**src/rtl/wb_cpu_master.sv**
```systemverilog
// Wishbone initiator: one CPU request -> one single-cycle stb transfer.
// Optional ack timeout enabled by defining WB_TIMEOUT_EN.
module wb_cpu_master #(
  parameter int WB_DATA_WIDTH  = 8,
  parameter int WB_ADDR_WIDTH  = 7,
  parameter int TIMEOUT_CYCLES = 15
) (
  input  logic                     clk_i,
  input  logic                     rst_i,
  input  logic                     cpu_req,
  input  logic                     cpu_we,
  input  logic [WB_ADDR_WIDTH-1:0] cpu_adr,
  input  logic [WB_DATA_WIDTH-1:0] cpu_wdat,
  output logic [WB_DATA_WIDTH-1:0] cpu_rdat,
  output logic                     cpu_done,
  output logic                     cpu_rdy,
  input  logic                     stall_i,
  output logic                     stb_o,
  output logic                     we_o,
  output logic [WB_ADDR_WIDTH-1:0] adr_o,
  output logic [WB_DATA_WIDTH-1:0] dat_o,
  input  logic [WB_DATA_WIDTH-1:0] dat_i,
  input  logic                     ack_i,
  output logic                     err_o
);

  typedef enum logic [1:0] {
    IDLE,
    STROBE,
    WAIT
  } state_t;

  state_t                     state;
  state_t                     state_n;
  logic                       stb_n;
  logic                       we_n;
  logic [WB_ADDR_WIDTH-1:0]   adr_n;
  logic [WB_DATA_WIDTH-1:0]   dat_n;
  logic [WB_DATA_WIDTH-1:0]   rdat_n;
  logic                       done_n;
  logic                       err_n;
  logic                       to_hit;

`ifdef WB_TIMEOUT_EN
  localparam int CW = $clog2(TIMEOUT_CYCLES + 1);
  logic [CW-1:0] cnt;
  logic [CW-1:0] cnt_n;

  // Expiry only counts when no ack arrives on the same edge.
  assign to_hit = !ack_i && (cnt == CW'(TIMEOUT_CYCLES - 1));
`else
  assign to_hit = 1'b0;
`endif

  // Acceptance is gated by idle state and the responder stall.
  assign cpu_rdy = (state == IDLE) && !stall_i;

  // Next-state and registered-output computation.
  always_comb begin
    state_n = state;
    stb_n   = 1'b0;
    we_n    = we_o;
    adr_n   = adr_o;
    dat_n   = dat_o;
    rdat_n  = cpu_rdat;
    done_n  = 1'b0;
    err_n   = err_o;
`ifdef WB_TIMEOUT_EN
    cnt_n   = cnt;
`endif
    unique case (state)
      IDLE: begin
        if (cpu_req && cpu_rdy) begin
          state_n = STROBE;
          stb_n   = 1'b1;
          we_n    = cpu_we;
          adr_n   = cpu_adr;
          dat_n   = cpu_wdat;
`ifdef WB_TIMEOUT_EN
          cnt_n   = '0;
`endif
        end
      end
      STROBE, WAIT: begin
        if (ack_i) begin
          state_n = IDLE;
          done_n  = 1'b1;
          if (!we_o) rdat_n = dat_i;
        end else if (to_hit) begin
          state_n = IDLE;
          done_n  = 1'b1;
          err_n   = 1'b1;
          if (!we_o) rdat_n = '1;
        end else begin
          state_n = WAIT;
`ifdef WB_TIMEOUT_EN
          cnt_n   = cnt + 1'b1;
`endif
        end
      end
      default: state_n = IDLE;
    endcase
  end

  // State and output registers with synchronous reset.
  always_ff @(posedge clk_i) begin
    if (rst_i) begin
      state    <= IDLE;
      stb_o    <= 1'b0;
      we_o     <= 1'b0;
      adr_o    <= '0;
      dat_o    <= '0;
      cpu_rdat <= '0;
      cpu_done <= 1'b0;
      err_o    <= 1'b0;
`ifdef WB_TIMEOUT_EN
      cnt      <= '0;
`endif
    end else begin
      state    <= state_n;
      stb_o    <= stb_n;
      we_o     <= we_n;
      adr_o    <= adr_n;
      dat_o    <= dat_n;
      cpu_rdat <= rdat_n;
      cpu_done <= done_n;
      err_o    <= err_n;
`ifdef WB_TIMEOUT_EN
      cnt      <= cnt_n;
`endif
    end
  end

endmodule

```
**config.mk**
```make
export PLATFORM = sky130hd
export DESIGN_NAME = wb_cpu_master
export DESIGN_NICKNAME = d
export VERILOG_FILES = /design/src/rtl/wb_cpu_master.sv
export SDC_FILE = /design/constraint.sdc
export NUM_CORES = 1
export LEC_CHECK = 0
export ABC_AREA = 1
export BUFFER_PORTS_ARGS = -buffer_cell sky130_fd_sc_hd__buf_2
export CORE_MARGIN = 4
export CORE_UTILIZATION = 46
export CTS_BUF_LIST = sky130_fd_sc_hd__clkbuf_16
export CTS_CLUSTER_SIZE = 20
export DETAILED_ROUTE_END_ITERATION = 7
export GPL_ROUTABILITY_DRIVEN = 1
export PLACE_DENSITY = 0.9
export SLEW_MARGIN = 10
export SYNTH_ARGS = -nofsm -noshare
export SYNTH_HDL_FRONTEND = slang
export SYNTH_SLANG_ARGS = --single-unit
export TNS_END_PERCENT = 10
```
**constraint.sdc**
```tcl
create_clock -name clk_i -period 4.2 [get_ports clk_i]
set_clock_uncertainty 0.15 [all_clocks]
set_input_delay 0.42 -clock clk_i [delete_from_list [all_inputs] [get_ports clk_i]]
set_output_delay 0.42 -clock clk_i [all_outputs]
set_load 0.02 [all_outputs]
```
Word-level counts from Yosys, hierarchy flattened
Index checks and enable logic that the tools add are counted.
{"block": "totals", "register_bits": 28, "input_bits": 29}
{"block": "classes", "n_eq_ne": 3, "mux": 5, "n_bitwise": 3, "n_reduce_logical": 9}
{"op": "2-bit OR reduction", "count": 3}
{"op": "2-bit two-way mux", "count": 2}
{"op": "2-bit case mux with 2 select lines", "count": 1}
{"op": "1-bit inverter", "count": 3}
{"op": "3-bit AND reduction", "count": 1}
{"op": "2-bit by 1-bit == test with 1-bit output (second input constant)", "count": 1}
{"op": "2-bit == test (second input constant)", "count": 1}
{"op": "1-bit logical AND", "count": 2}
{"op": "2-bit zero test", "count": 1}
{"op": "1-bit two-way mux", "count": 2}
{"op": "2-bit by 1-bit inequality test with 1-bit output (second input constant)", "count": 1}
{"op": "2-bit AND reduction", "count": 1}
{"op": "1-bit zero test", "count": 1}

Depth between registers and ports, before layout
Gate-level depths: netlist of run 1.
{"block": "logic_depth", "word_depth": 5, "depth_mapped": 7}

Worst setup path before layout of run 1
OpenSTA, ideal clock, no wires.
{"block": "synth_timing", "path_kind": "flip-flop to output port", "from": "reg state[0]", "to": "out cpu_rdy", "t_arrival_ns": 0.951, "required_time_ns": 3.630, "slack_ns": 2.679, "stages_incl_launch_ff": 6, "n_path_buf": 1, "path_cell_list": "dfxtp_1 inv_1 ha_1 inv_2 nor2_4 buf_6"}
{"block": "synth_between", "elab_chain_cells": 2}
{"item": "start: declaration", "line": "33", "text": "state_t state;"}
{"item": "start signal: assignment", "line": "120", "text": "state <= state_n;"}
{"item": "2-bit zero test", "line": "56", "text": "assign cpu_rdy = (state == IDLE) && !stall_i;"}
{"item": "1-bit logical AND", "line": "56"}
{"item": "end: declaration", "line": "16", "text": "output logic cpu_rdy,"}
Every way passes these cells.

Worst setup path after layout of run 1
Same ends and word-level chain as after synthesis.

==> impl_metrics.ini, run 1 <==
[yosys]
synth-seq-cells = 28
synthCells = 134
syn_nets = 165
ys_types = 17
yosysSeqAreaShare_pct = 52.28
ys_warn_count = 0
postSynthAreaPerCell_um2 = 8.002
syn_area_mm2 = 0.001072

[route]
drt-initial-drc-count = 10
via_per_inst = 4.729
drcViolationCount = 0
ant_nets = 0
drt-wirelength-per-cell_um = 11.60
num_vias = 1012
routed_wl_um = 2483
first_pass_iters = 4

[setup_path]
worstSetupEndpointType = output pin
crit_required_ns = 3.63
max_stage_delay_ns = 0.30
crit_type = flip-flop to output pin
crit_chain = inv_1, ha_1, inv_2, nor2_4, buf_2
crit_family = buffers and inverters
slowest_stage = dfxtp_1
crit_arrival_ns = 1.52
path_max_fanout = 17
worst_setup_path_start_kind = flip-flop
cp.buffers_inverters = 3

[power_and_ir_drop]
swShare_pct = 37.03
p_clk_share_pct = 23.5
p_int_mw = 0.5646
p_comb_share_pct = 37.6
leakagePower_nw = 0.6857
power_frac_seq_pct = 38.9
switchingPower_mw = 0.3320
peakVddDrop_uv = 343.6
p_per_area_mw_per_mm2 = 635.3

[global_route]
antenna_found_initial = 0
grt_remaining_overflow = 0
grt_max_degree = 20
grt_pass1_wl_um = 4105
grt_pass1_vias = 956
grt_use_total_pct = 16.03

[cts]
cts_buffer_depth = 2
clock_sinks = 28
cts_setup_buffers = 0
cts_buffers = 3
cts_tree = yes
holdBufCountCts = 0
clk_latency_ns = 0.26
cts_resized = 0
htree_levels = 1
clk_pin_slew_ns = 0.06
clockRootBuffer = clkbuf_16

[layout]
multi_input_area_um2 = 431.7
fillerInstances = 219
mostFrequentLayoutCells = 55 x buf_2, 28 x dfxtp_1, 23 x nor2_1
nets = 218
regArea_um2 = 560.5
drive_above_1_share_pct = 33.33
syn2layout_area_growth_pct = 31.62
antenna_cells = 0
final_common_cell = buf_2

[die]
fp-row-count = 17
initial_core_util_pct = 48.47
die_height_um = 56.28
core_mm2 = 0.002212
io_pins = 57
die_w_um = 56.28
die-area_mm2 = 0.003167

[placed_design]
place_congestion = 0.7422
dp_slack_ns = 2.420
dp_hpwl_um = 1817
placement.io_buffers = 55

[sta]
finalMaxSlewViolations = 0
period_share_pct = 49.86
min_period_ns = 2.094
max_freq_ghz = 0.4775
fin_tns_setup_ns = 0
hold_violations = 0
setup_viol = 0
worst_slack_ns = 2.106
rsz0062_at_grt = no

[run_status]
status = finished clean

[flow_run]
drv_cap = 0

[worst_hold_path]
min_path_type = input port to flip-flop
-- worst register-to-register path: cells and delay by family (launching register included) --
| family | cells | cell delay, ns |
|---|---|---|
| buf+inv | 2 | 0.34 |
| fa+ha+maj | 1 | 0.32 |
| flops | 1 | 0.31 |
| simple gates | 3 | 0.40 |
-- Yosys cell counts --
library cell | number | share of area (%)
a21oi_1 | 16 | 7.5
a21oi_2 | 1 | 0.82
buf_1 | 1 | 0.35
buf_2 | 1 | 0.47
buf_4 | 4 | 2.8
buf_6 | 1 | 1.1
conb_1 | 1 | 0.35
dfxtp_1 | 28 | 52
ha_1 | 2 | 2.3
inv_1 | 7 | 2.5
inv_2 | 1 | 0.35
nand2_1 | 19 | 6.7
nand3_1 | 19 | 8.9
nand3_2 | 1 | 0.93
nor2_1 | 23 | 8.1
nor2_4 | 1 | 1.1
o21ai_0 | 8 | 3.7
-- registers in the layout (all words and copies together), names as in the netlist --
name	count
adr_o	7
stb_o	1
cpu_done	1
cpu_rdat	8
dat_o	8
state	2
we_o	1
-- cell families (layout without fill, tap and decap cells) --
kind of cell | after synthesis | count (layout) | synth area share, %
DFF | 28 | 28 | 52.28
and+or+nand+nor | 63 | 63 | 25.55
AOI/OAI and AO/OA | 25 | 25 | 12.02
adders and majority gates | 2 | 2 | 2.333
other | 1 | 1 | 0.3497
buffers and inverters | 15 | 67 | 7.467
-- metrics by stage --
stage | hold WS (ns) | utilization [%] | cells | instance area [um2] | power [mW]
2_1_floorplan | 0.3904 | - | 134 | 1072 | 0.6008
3_3_place_gp | 0.3006 | 60.24 | 210 | 1333 | 0.6810
3_5_place_dp | 0.3063 | 60.24 | 210 | 1333 | 0.6886
4_1_cts | 0.2574 | 63.80 | 214 | 1411 | 0.9033
5_1_grt | 0.2817 | 63.80 | 214 | 1411 | 0.9569
6_report | 0.2592 | 63.80 | 214 | 1411 | 0.8966
-- layout make-up --
class,instances,share of cell area [%]
Inverter,8,2.128
Multi-Input combinational cell,91,30.59
Timing Repair Buffer,55,19.50
Clock inverter,1,0.2660
Tap cell,28,2.482
Clock buffer,3,5.319
Sequential cell,28,39.72
-- routing by layer --
layer  GRT usage, %  up-vias  share of wire, %
li1               -      536                 -
met1          18.72      442                43
met2          28.38       30                49
met3          4.138        4               6.4
met4          5.085        0              0.77
met5              0        -                 0
-- power groups by stage --
stage	clock, mW	sequential, mW	combinational (mW)
finish	0.210	0.349	0.337
global route	0.222	0.358	0.377
CTS	0.214	0.350	0.339
detailed placement	0	0.355	0.333
global placement	0	0.354	0.327
floorplan	0	0.419	0.182
-- final timing paths --
check	startpoint	cells past startpoint	slack (ns)	end
max	state[0]	5	2.11	cpu_rdy
min	dat_i[4]	3	0.26	cpu_rdat[4]
min reg2reg	adr_o[3]	2	0.31	adr_o[3]
max reg2reg	state[0]	6	2.62	cpu_rdat[5]
No activity file was read; power rests on OpenSTA's default activity.
==> run 2: changes to the inputs <==
- ABC_AREA: 1 -> 0
- CORE_UTILIZATION: 46 -> 39
- PLACE_DENSITY: 0.9 -> 0.81
- clock period: 4.2 -> 1.78 ns (I/O delays scaled with it)
==> impl_metrics.ini, run 2 <==
[cts]
clk_latency_ns = 0.25
clock_sinks = 28
cts_buffers = 3
clk_pin_slew_ns = 0.06
clockRootBuffer = clkbuf_16
holdBufCountCts = 0
htree_levels = 1
cts_buffer_depth = 2
cts_tree = yes

[power_and_ir_drop]
p_per_area_mw_per_mm2 = 1107
peakVddDrop_uv = 890.5
leakagePower_nw = 0.6593
total_power_mw = 1.593

[sta]
fin_tns_setup_ns = 0
finalMaxSlewViolations = 0
rsz0062_at_grt = no
hold_slack_ns = 0.006347
setup_viol = 0
period_share_pct = 86.49
max_freq_ghz = 0.6496
min_period_ns = 1.539
hold_violations = 0

[layout]
mostFrequentLayoutCells = 55 x buf_2, 49 x nand2_1, 28 x dfxtp_1
final_common_cell = buf_2
drive_above_1_share_pct = 39.44
fin_area_mm2 = 0.001439
reg_top3 = cpu_rdat (8), dat_o (8), adr_o (7)
final_util_pct = 55.56
nets = 213
antenna_cells = 0
syn2layout_area_growth_pct = 30.83

[setup_path]
crit_arrival_ns = 1.21
path_max_fanout = 6
worstSetupEndpointType = output pin
max_stage_delay_ns = 0.31
worst_setup_path_start_kind = flip-flop
slowest_stage = dfxtp_1
crit_required_ns = 1.45
crit_chain = inv_1, ha_1, nor2b_1, buf_2
cp.buffers_inverters = 2
crit_family = flip-flops
crit_type = flip-flop to output pin

[global_route]
antenna_found_initial = 0
grt_pass1_vias = 910
grt_pass1_wl_um = 3836
grt_max_degree = 18
grt_remaining_overflow = 0
grt_use_total_pct = 13.28

[route]
drt-initial-drc-count = 22
routed_wl_um = 2344
first_pass_iters = 6
num_vias = 977
via_per_inst = 4.652
ant_nets = 0
drcViolationCount = 0
drt-wirelength-per-cell_um = 11.16

[yosys]
synth.most_common_cell = nand2_1
synth_top_flop_cell = dfxtp_1
ys_types = 22
ys_warn_count = 0
syn_area_mm2 = 0.001100
syn_nets = 160
ys_top_cells_by_count = 49 x nand2_1, 28 x dfxtp_1, 14 x a21oi_1, 10 x a21oi_2, 4 x buf_2
synth-seq-cells = 28
synth_edf_count = 0
postSynthAreaPerCell_um2 = 8.526
netlist.area_leader.share_pct = 50.97
synthCells = 129
synth_area_leader_cell = dfxtp_1
yosysSeqAreaShare_pct = 50.97
async_flop_share_pct = 0
ys_top_cells_by_area = dfxtp_1 51%, nand2_1 17%, a21oi_2 8.0%

[placed_design]
place_congestion = 0.7061
dpl_cell_area_mm2 = 0.001363
placement.io_buffers = 55
dp_hpwl_um = 1817

[worst_hold_path]
min_path_type = input port to flip-flop

[flow_run]
drv_cap = 0

[die]
die_height_um = 61.11
initial_core_util_pct = 42.46
die-area_mm2 = 0.003734
fp-row-count = 18
core_mm2 = 0.002590
io_pins = 57
die_w_um = 61.11

[run_status]
status = finished clean
run 2: changes by cell type after synthesis, moves of 4 or more:
cell,change
nor2_1,-21
inv_1,-4
nand2_1,+30
a21oi_2,+9
o21ai_0,-7
nand3_1,-19
run 2: worst register-to-register path: stages (launching register included):
cell and delay (ns):
dfxtp_1 0.32, inv_1 0.06, ha_1 0.33, and3b_1 0.32, nand2_1 0.09, a21oi_1 0.15
run 2: path summary, 6_finish.rpt:
check / from / to / slack, ns / cells past startpoint
max: state[0] / cpu_rdy / 0.24 / 4
min: ack_i / state[1] / 0.006 / 2
max reg2reg: state[0] / cpu_rdat[6] / 0.29 / 5
min reg2reg: dat_o[4] / dat_o[4] / 0.30 / 2
run 2: per-layer routing:
layer	track usage (%)	up-vias	routed length, um
met5	0	-	0
met4	0.9288	0	7
met3	4.403	2	218
met2	24.32	36	1105
met1	15.66	424	1012
li1	-	515	-
run 2: cells by family (layout without fill, tap and decap cells):
kind of cell	count (synthesis)	count (layout)	synth area share (%)
buffers and inverters	11	62	6.257
flip-flops	28	28	50.97
AND/OR/NAND/NOR	61	61	24.58
AO/OA/AOI/OAI	26	26	15.59
other	1	1	0.3410
adder cells (fa/ha/maj)	2	2	2.275
run 2: layout make-up:
class                           instances  area [um2]
Sequential cell                        28       560.5
Clock buffer                            3       75.07
Multi-Input combinational cell         90       471.7
Tap cell                               30       37.54
Fill cell                             243        1151
Inverter                                3       11.26
Timing Repair Buffer                   56       282.8
run 2: through the flow:
step | worst slack, ns | cells
2_1_floorplan | 0.3528 | 129
5_1_grt | 0.09152 | 210
4_1_cts | 0.1065 | 210
3_5_place_dp | 0.1236 | 207
6_report | 0.2406 | 210
3_3_place_gp | 0.1647 | 207
run 2: power breakdown:
group / switching, mW / internal [mW]
Clock: 0.183 / 0.297
Sequential: 0.0287 / 0.692
Combinational: 0.251 / 0.142
run 2: timing repair:
action / in CTS / in global routing
resized for setup: 0 / 1
buffers inserted: 0 / 0
endpoints found under the setup margin: 0 / 14
==> run 3: changes to the inputs <==
- GPL_TIMING_DRIVEN: unset -> 0
==> impl_metrics.ini, run 3 (synthesis gave the netlist of run 2 again) <==
[route]
num_vias = 1009
routed_wl_um = 2420
ant_nets = 0
first_pass_iters = 4
drt-wirelength-per-cell_um = 11.10
drcViolationCount = 0
via_per_inst = 4.628
drt-initial-drc-count = 32

[layout]
fillerInstances = 252
final_common_cell = buf_2
antenna_cells = 0
mostFrequentLayoutCells = 59 x buf_2, 49 x nand2_1, 28 x dfxtp_1
multi_input_area_um2 = 470.5
nets = 220
drive_above_1_share_pct = 40.43
final_util_pct = 57.58
regArea_um2 = 560.5
reg_top3 = cpu_rdat (8), dat_o (8), adr_o (7)
syn2layout_area_growth_pct = 35.61

[sta]
finalMaxSlewViolations = 0
hold_violations = 0
min_period_ns = 1.568
maxSlewHeadroom_pct = 64.87
fin_tns_setup_ns = 0
rsz0062_at_grt = no
worst_slack_ns = 0.2115
setup_viol = 0
worst_pin_slew_ns = 0.5270
period_share_pct = 88.12
max_freq_ghz = 0.6376

[setup_path]
reg2reg_depth = 6
r2r_start = state[0]
path_max_fanout = 10
crit_type = flip-flop to flip-flop
crit_arrival_ns = 1.61
crit_required_ns = 1.82
worst_setup_path_start_kind = flip-flop
worstSetupEndpointType = flip-flop
regToRegEndpoint = adr_o[6]
rrSetupSlack_ns = 0.21

[global_route]
grt_remaining_overflow = 0
antenna_found_initial = 0
grt_pass1_vias = 915
grt_pass1_wl_um = 3898
grt_use_total_pct = 13.86
grt_max_degree = 16

[die]
initial_core_util_pct = 42.46
io_pins = 57
core_mm2 = 0.002590
fp-row-count = 18
die_height_um = 61.11
die-area_mm2 = 0.003734
die_w_um = 61.11

[cts]
cts_resized = 0
holdBufCountCts = 0
htree_levels = 1
clockRootBuffer = clkbuf_16
cts_buffer_depth = 2
clk_latency_ns = 0.26
cts_setup_buffers = 0
clock_sinks = 28
cts_buffers = 3
clk_pin_slew_ns = 0.06
cts_tree = yes

[worst_hold_path]
min_from = dat_i[3]
min_path_type = input port to flip-flop
hold-path-cell-count = 3
min_to = cpu_rdat[3]

[power_and_ir_drop]
p_per_area_mw_per_mm2 = 1097
leakagePower_nw = 0.6925
peakVddDrop_uv = 941.5

[flow_run]
drv_cap = 0

[placed_design]
place_congestion = 0.6989
placement.io_buffers = 55
dp_hpwl_um = 1942
dp_slack_ns = 0.2292

[run_status]
status = finished clean
==> run 3: changes by cell type in the layout (fill, tap and decap cells not counted) <==
cell	previous run	this run
and3b_1	1	2
and3b_2	1	0
clkinv_1	0	1
clkbuf_1	0	1
buf_6	0	1
buf_2	55	59
buf_8	0	1
==> run 3: final cells by class <==
type / instances / share of cell area, %
multi-input combinational: 90 / 31.54
sequential: 28 / 37.58
inverter: 3 / 0.7550
clock inverter: 1 / 0.2517
buffer: 8 / 3.859
clock buffer: 3 / 5.034
timing repair buffer: 55 / 18.46
tap: 30 / 2.517
==> run 3: power by group <==
group          switching [mW]  internal [mW]
Clock                   0.194          0.300
Combinational           0.257          0.164
Sequential             0.0290          0.691
Total                   0.480           1.16
==> run 3: layer usage <==
metal	part of all wire (%)	vias up	global-route usage, %
li1	-	533	-
met5	0	-	0
met3	10	2	4.822
met4	0.41	0	2.786
met1	41	433	15.83
met2	48	41	24.92
==> run 3: how the worst max path moves through the flow <==
stage / from / to / slack, ns / cells after the start
CTS: state[0] / adr_o[4] / 0.20 / 6
global route: state[0] / dat_o[0] / 0.09 / 6
global placement: state[0] / dat_o[7] / 0.26 / 6
detailed placement: state[0] / adr_o[4] / 0.23 / 6
finish: state[0] / adr_o[6] / 0.21 / 6
floorplan: state[0] / adr_o[6] / 0.35 / 7
==> run 3: critical path: stages, from the launching register on <==
cell,delay [ns]
dfxtp_1,0.34
inv_1,0.06
ha_1,0.27
nand3b_2,0.20
buf_2,0.25
nand2_1,0.10
a21oi_2,0.13
==> run 3: metrics by stage <==
| step | instance area [um2] | std cells | hold slack (ns) | power, mW |
|---|---|---|---|---|
| global route | 1491 | 218 | 0.009785 | 1.727 |
| detailed placement | 1413 | 214 | 0.2778 | 1.160 |
| CTS | 1491 | 218 | 0.004990 | 1.653 |
| global placement | 1413 | 214 | 0.2714 | 1.153 |
| floorplan | 1100 | 129 | 0.1290 | 1.022 |
| finish | 1491 | 218 | 0.006278 | 1.636 |
